--- config.mk ---
export PLATFORM = sky130hd
export DESIGN_NAME = ahb_req_arbiter
export DESIGN_NICKNAME = d
export VERILOG_FILES = /design/src/rtl/ahb_req_arbiter.sv
export SDC_FILE = /design/constraint.sdc
export NUM_CORES = 1
export LEC_CHECK = 0
export BUFFER_PORTS_ARGS = -buffer_cell sky130_fd_sc_hd__buf_2
export CORE_MARGIN = 1
export CORE_UTILIZATION = 25
export DETAILED_ROUTE_END_ITERATION = 7
export GPL_ROUTABILITY_DRIVEN = 0
export SYNTH_ARGS = -nofsm -noshare
export SYNTH_HDL_FRONTEND = slang
export SYNTH_SLANG_ARGS = --single-unit
export TNS_END_PERCENT = 10
--- constraint.sdc ---
create_clock -name HCLK -period 3 [get_ports HCLK]
set_clock_uncertainty 0.2 [all_clocks]
set_input_delay 0.15 -clock HCLK [delete_from_list [all_inputs] [get_ports HCLK]]
set_output_delay 0.15 -clock HCLK [all_outputs]
set_load 0.02 [all_outputs]
--- src/rtl/ahb_req_arbiter.sv ---
// Two-channel round-robin AHB-Lite master front end issuing SINGLE/INCR halfword bursts.
// Optional ARB_LOCK_EN adds lock0/lock1 to hold the grant and drive HMASTLOCK.
module ahb_req_arbiter #(
  parameter int DATA_WIDTH = 16,
  parameter int ADDR_WIDTH = 16,
  parameter int MAX_BURST  = 4
) (
  input  logic                  HCLK,
  input  logic                  RESET,
  input  logic                  req0,
  input  logic [ADDR_WIDTH-1:0] addr0,
  input  logic                  write0,
  input  logic [2:0]            len0,
  input  logic [DATA_WIDTH-1:0] wdata0,
  output logic                  wack0,
  output logic                  rvalid0,
  output logic                  done0,
  input  logic                  req1,
  input  logic [ADDR_WIDTH-1:0] addr1,
  input  logic                  write1,
  input  logic [2:0]            len1,
  input  logic [DATA_WIDTH-1:0] wdata1,
  output logic                  wack1,
  output logic                  rvalid1,
  output logic                  done1,
`ifdef ARB_LOCK_EN
  input  logic                  lock0,
  input  logic                  lock1,
`endif
  output logic [DATA_WIDTH-1:0] rdata,
  output logic                  err,
  output logic [ADDR_WIDTH-1:0] HADDR,
  output logic [1:0]            HTRANS,
  output logic [2:0]            HBURST,
  output logic [2:0]            HSIZE,
  output logic                  HWRITE,
  output logic [DATA_WIDTH-1:0] HWDATA,
  output logic                  HMASTLOCK,
  input  logic [DATA_WIDTH-1:0] HRDATA,
  input  logic                  HREADY,
  input  logic                  HRESP
);

  localparam logic [1:0] HT_IDLE   = 2'b00;
  localparam logic [1:0] HT_NONSEQ = 2'b10;
  localparam logic [1:0] HT_SEQ    = 2'b11;
  localparam logic [2:0] HB_SINGLE = 3'b000;
  localparam logic [2:0] HB_INCR   = 3'b001;
  localparam logic [2:0] MAXB      = 3'(MAX_BURST);

  typedef enum logic [1:0] {
    S_IDLE,
    S_ADDR,
    S_LAST,
    S_DONE
  } state_e;

  state_e                state_q, state_d;
  logic                  gnt_q, gnt_d;
  logic [2:0]            len_q, len_d;
  logic [2:0]            beat_q, beat_d;
  logic [ADDR_WIDTH-1:0] haddr_q, haddr_d;
  logic [1:0]            htrans_q, htrans_d;
  logic [2:0]            hburst_q, hburst_d;
  logic                  hwrite_q, hwrite_d;
  logic                  dphase_q, dphase_d;
  logic [DATA_WIDTH-1:0] rdata_q, rdata_d;
  logic [1:0]            rvalid_q, rvalid_d;
  logic [1:0]            done_q, done_d;
  logic                  err_q, err_d;
`ifdef ARB_LOCK_EN
  logic                  lock_q, lock_d;
  logic                  mlock_q, mlock_d;
  logic                  sel_lock;
`endif

  logic                  go;
  logic                  sel;
  logic [2:0]            sel_len;
  logic [2:0]            sel_eff;
  logic                  xfer_ok;
  logic                  data_err;

  function automatic logic [2:0] eff_len(input logic [2:0] l);
    if (l == 3'd0) begin
      return 3'd1;
    end else if (l > MAXB) begin
      return MAXB;
    end else begin
      return l;
    end
  endfunction

  // gnt_q resets to 1 so a simultaneous request after reset goes to ch0
  always_comb begin
    go  = req0 | req1;
    sel = (req0 & req1) ? ~gnt_q : req1;
`ifdef ARB_LOCK_EN
    if (lock_q) begin
      sel = gnt_q;
      go  = gnt_q ? req1 : req0;
    end
    sel_lock = sel ? lock1 : lock0;
`endif
    sel_len = sel ? len1 : len0;
    sel_eff = eff_len(sel_len);
  end

  assign xfer_ok  = dphase_q & HREADY & ~HRESP;
  assign data_err = dphase_q & HRESP;

  always_comb begin
    state_d  = state_q;
    gnt_d    = gnt_q;
    len_d    = len_q;
    beat_d   = beat_q;
    haddr_d  = haddr_q;
    htrans_d = htrans_q;
    hburst_d = hburst_q;
    hwrite_d = hwrite_q;
    dphase_d = dphase_q;
    rdata_d  = rdata_q;
    rvalid_d = 2'b00;
    done_d   = 2'b00;
    err_d    = 1'b0;
`ifdef ARB_LOCK_EN
    lock_d   = lock_q;
    mlock_d  = mlock_q;
`endif

    if (xfer_ok & ~hwrite_q) begin
      rdata_d         = HRDATA;
      rvalid_d[gnt_q] = 1'b1;
    end

    unique case (state_q)
      S_IDLE: begin
        htrans_d = HT_IDLE;
        dphase_d = 1'b0;
        if (go) begin
          gnt_d    = sel;
          len_d    = sel_eff;
          beat_d   = 3'd0;
          haddr_d  = sel ? addr1 : addr0;
          hwrite_d = sel ? write1 : write0;
          htrans_d = HT_NONSEQ;
          hburst_d = (sel_eff == 3'd1) ? HB_SINGLE : HB_INCR;
          state_d  = S_ADDR;
`ifdef ARB_LOCK_EN
          mlock_d  = lock_q | sel_lock;
          lock_d   = sel_lock;
`endif
        end
      end
      S_ADDR: begin
        if (data_err) begin
          htrans_d       = HT_IDLE;
          dphase_d       = 1'b0;
          done_d[gnt_q]  = 1'b1;
          err_d          = 1'b1;
          state_d        = S_DONE;
`ifdef ARB_LOCK_EN
          mlock_d        = 1'b0;
`endif
        end else if (HREADY) begin
          dphase_d = 1'b1;
          if (beat_q == len_q - 3'd1) begin
            htrans_d = HT_IDLE;
            state_d  = S_LAST;
`ifdef ARB_LOCK_EN
            mlock_d  = 1'b0;
`endif
          end else begin
            beat_d   = beat_q + 3'd1;
            haddr_d  = haddr_q + ADDR_WIDTH'(1);
            htrans_d = HT_SEQ;
          end
        end
      end
      S_LAST: begin
        if (data_err || HREADY) begin
          dphase_d      = 1'b0;
          done_d[gnt_q] = 1'b1;
          err_d         = data_err;
          state_d       = S_DONE;
        end
      end
      S_DONE: begin
        htrans_d = HT_IDLE;
        state_d  = S_IDLE;
      end
      default: begin
        state_d = S_IDLE;
      end
    endcase
  end

  always_ff @(posedge HCLK or negedge RESET) begin
    if (!RESET) begin
      state_q  <= S_IDLE;
      gnt_q    <= 1'b1;
      len_q    <= 3'd1;
      beat_q   <= 3'd0;
      haddr_q  <= '0;
      htrans_q <= HT_IDLE;
      hburst_q <= HB_SINGLE;
      hwrite_q <= 1'b0;
      dphase_q <= 1'b0;
      rdata_q  <= '0;
      rvalid_q <= 2'b00;
      done_q   <= 2'b00;
      err_q    <= 1'b0;
`ifdef ARB_LOCK_EN
      lock_q   <= 1'b0;
      mlock_q  <= 1'b0;
`endif
    end else begin
      state_q  <= state_d;
      gnt_q    <= gnt_d;
      len_q    <= len_d;
      beat_q   <= beat_d;
      haddr_q  <= haddr_d;
      htrans_q <= htrans_d;
      hburst_q <= hburst_d;
      hwrite_q <= hwrite_d;
      dphase_q <= dphase_d;
      rdata_q  <= rdata_d;
      rvalid_q <= rvalid_d;
      done_q   <= done_d;
      err_q    <= err_d;
`ifdef ARB_LOCK_EN
      lock_q   <= lock_d;
      mlock_q  <= mlock_d;
`endif
    end
  end

  // write data and its acknowledge follow the slave's ready in the data phase
  assign wack0  = dphase_q & hwrite_q & ~gnt_q & HREADY & ~HRESP;
  assign wack1  = dphase_q & hwrite_q &  gnt_q & HREADY & ~HRESP;
  assign HWDATA = (dphase_q & hwrite_q) ? (gnt_q ? wdata1 : wdata0) : '0;

  assign rvalid0 = rvalid_q[0];
  assign rvalid1 = rvalid_q[1];
  assign done0   = done_q[0];
  assign done1   = done_q[1];
  assign rdata   = rdata_q;
  assign err     = err_q;
  assign HADDR   = haddr_q;
  assign HTRANS  = htrans_q;
  assign HBURST  = hburst_q;
  assign HSIZE   = 3'b001;
  assign HWRITE  = hwrite_q;
`ifdef ARB_LOCK_EN
  assign HMASTLOCK = mlock_q;
`else
  assign HMASTLOCK = 1'b0;
`endif

endmodule

==> reports/metrics.csv <==
metric,value,unit
row_count,40,
clk_transition_reported_paths,0.07,ns
place_inst,605,
io-pin-count,159,
hold_slack,0.02415,ns
drc,0,
grt_pass1_vias,2906,
rsz0062_at_grt,no,
place_ws,0.4823,ns
startpoint,state_q[1],
cts.htree.levels,2,
dp_hpwl,7340,um
min_from,len0[1],
cts_buffer_depth,2,
crit_required,3.03,ns
grt_pass1_wl,14530,um
insertion_delay,0.29,ns
ys_warn_count,0,
wl_per_cell,14.91,um
most-common-layout-cells,"152 x buf_2, 49 x dfrtp_1, 41 x nand2_1, 24 x dlygate4sd3_1, 21 x nor2_1",
stdcell_count,638,
hold_path_class,in2reg,
dieArea,12780,um2
syn_inst,318,
grt_max_degree,41,
critPathMaxFanout,40,
antenna_left,0,
fin_crit,2.545,ns
setup.worst_path.start_class,flop,
via_per_inst,4.821,
cts_resized,0,
cp.arrival,2.57,ns
start_util,25.68,%
max_freq,392.9,MHz
vias,3076,
die_h,113.1,um
synth_edf_count,0,
cts_tree,built,
cts_root_buf,clkbuf_16,
mostFrequentLayoutCell,buf_2,
fin_setup_tns,0,ns
status,"complete, no violations",
setup_slack,0.4548,ns
powerDensity,957.8,nW/um2
synth_area_per_cell,9.699,um2
syn2layout_area_growth,41.74,%
synthArstFlopShare,100.0,%
cts_made_buffers,5,
synthFlopType,dfrtp_1,
r2r-start,state_q[1],
post_synth_num_cell_types,52,
drt_iter0_drc,104,
totalWireLength,9515,um
synthesis.area,3084,um2
grt_antenna_before_repair,3,
design.core.area,12010,um2
period_share,84.84,%
drt-pass1-iter-count,4,
fin_nets,592,
relSlewSlack,36.57,%
port-buffer-count,152,
grt_usage,14.73,%
fp.dieW,113.1,um
drv_slew,0,
tightest_slew,0.9479,ns
drive_above_1_share,39.47,%
leakage,2.149,nW
ys_seq_area_share,41.46,%
cp-end-kind,flop,
grt_overflow_total,0,
finalSetupViolations,0,
ys_seq_elements,51,
hold_violations,0,
drv_cap,0,
critPathKind,reg2reg,
clock_sinks,51,
vdd_ir_drop_max,0.3947,mV
p_total,4.187,mW
## metal layers
metal	vias to the layer above	wire (um)	GRT usage, %
met5	-	13	0
met4	2	223	6.140
met3	15	567	2.625
met2	123	4876	27.89
met1	1434	3834	16.05
li1	1502	-	-
## through the flow
stage	utilization [%]	area, um2
after global placement	33.20	3988
final	36.40	4372
after detailed placement	33.20	3988
after global routing	36.40	4372
after CTS	36.35	4367
after floorplan	-	3099
## Yosys cell counts (3+ instances only)
cell type | instances | area share, %
a211o_1 | 9 | 2.6
a21oi_1 | 7 | 1.1
a22o_1 | 16 | 4.5
a31oi_1 | 5 | 1.0
and2_1 | 3 | 0.61
and3_1 | 4 | 0.81
buf_2 | 4 | 0.65
buf_4 | 6 | 1.5
clkbuf_1 | 12 | 1.5
dfrtp_1 | 49 | 40
ha_1 | 9 | 3.7
inv_1 | 6 | 0.73
mux2_2 | 17 | 6.2
mux2i_1 | 14 | 4.5
nand2_1 | 41 | 5.0
nand3_1 | 17 | 2.8
nand3b_1 | 3 | 0.73
nand4_1 | 3 | 0.61
nor2_1 | 21 | 2.6
nor2b_1 | 3 | 0.61
nor3_1 | 9 | 1.5
nor3b_1 | 3 | 0.73
nor4b_1 | 4 | 1.1
o211ai_1 | 3 | 0.73
o21ai_0 | 10 | 1.6
o31ai_1 | 4 | 0.97
## timing repair
item	in CTS	in global routing
hold buffers	24	0
buffers inserted	0	0
endpoints found under the hold margin	56	0
## flip-flops by register name (all words and copies together), names as in the netlist, 2 cells and up
| register | flops |
|---|---|
| len_q | 3 |
| done_q | 2 |
| HADDR | 16 |
| rvalid_q | 2 |
| beat_q | 3 |
| state_q | 2 |
| HTRANS | 2 |
| rdata | 16 |
## area by class of cell
| cell class | instances | area, um2 |
|---|---|---|
| multi-input combinational | 241 | 1669 |
| timing repair buffer | 184 | 1074 |
| clock inverter | 2 | 13.76 |
| tap | 147 | 183.9 |
| antenna | 2 | 5.005 |
| fill | 1196 | 7640 |
| clock buffer | 5 | 125.1 |
| sequential | 51 | 1279 |
| inverter | 6 | 22.52 |
## where the power goes
part	internal [mW]	leakage (nW)	switching, mW
Sequential	1.01	0.612	0.308
Combinational	0.974	1.47	1.35
Clock	0.305	0.0697	0.245
Total	2.29	2.15	1.90
## worst max-delay path: stages (launching register included)
cell	delay, ns
dfrtp_1	0.43
inv_1	0.14
ha_1	0.26
a21bo_2	0.28
a31oi_4	0.22
o221ai_2	0.16
buf_12	0.19
or4b_1	0.51
nand3_1	0.09
## path summary, 6_finish.rpt
path                       slack, ns        end  cells after the start
setup / recovery                0.45  HADDR[12]                      8
setup reg to reg                0.45  HADDR[12]                      8
hold / removal                  0.02   len_q[1]                      3
max in group asynchronous       1.60   HADDR[0]                      3
min in group asynchronous       0.32   rdata[5]                      2
hold reg to reg                 0.30   rdata[7]                      1
## cell families (layout without fill, tap and decap cells)
family / Yosys count / after routing / share of synthesized area [%]
mux: 31 / 31 / 10.75
flops: 51 / 51 / 41.46
simple gates: 122 / 122 / 20.08
compound gates: 70 / 70 / 17.48
fa+ha+maj: 9 / 9 / 3.651
xor+xnor: 3 / 3 / 1.298
other cells: 2 / 8 / 0.2435
buf+inv: 30 / 197 / 5.030
Note: power is estimated with default switching activity, not from simulation.
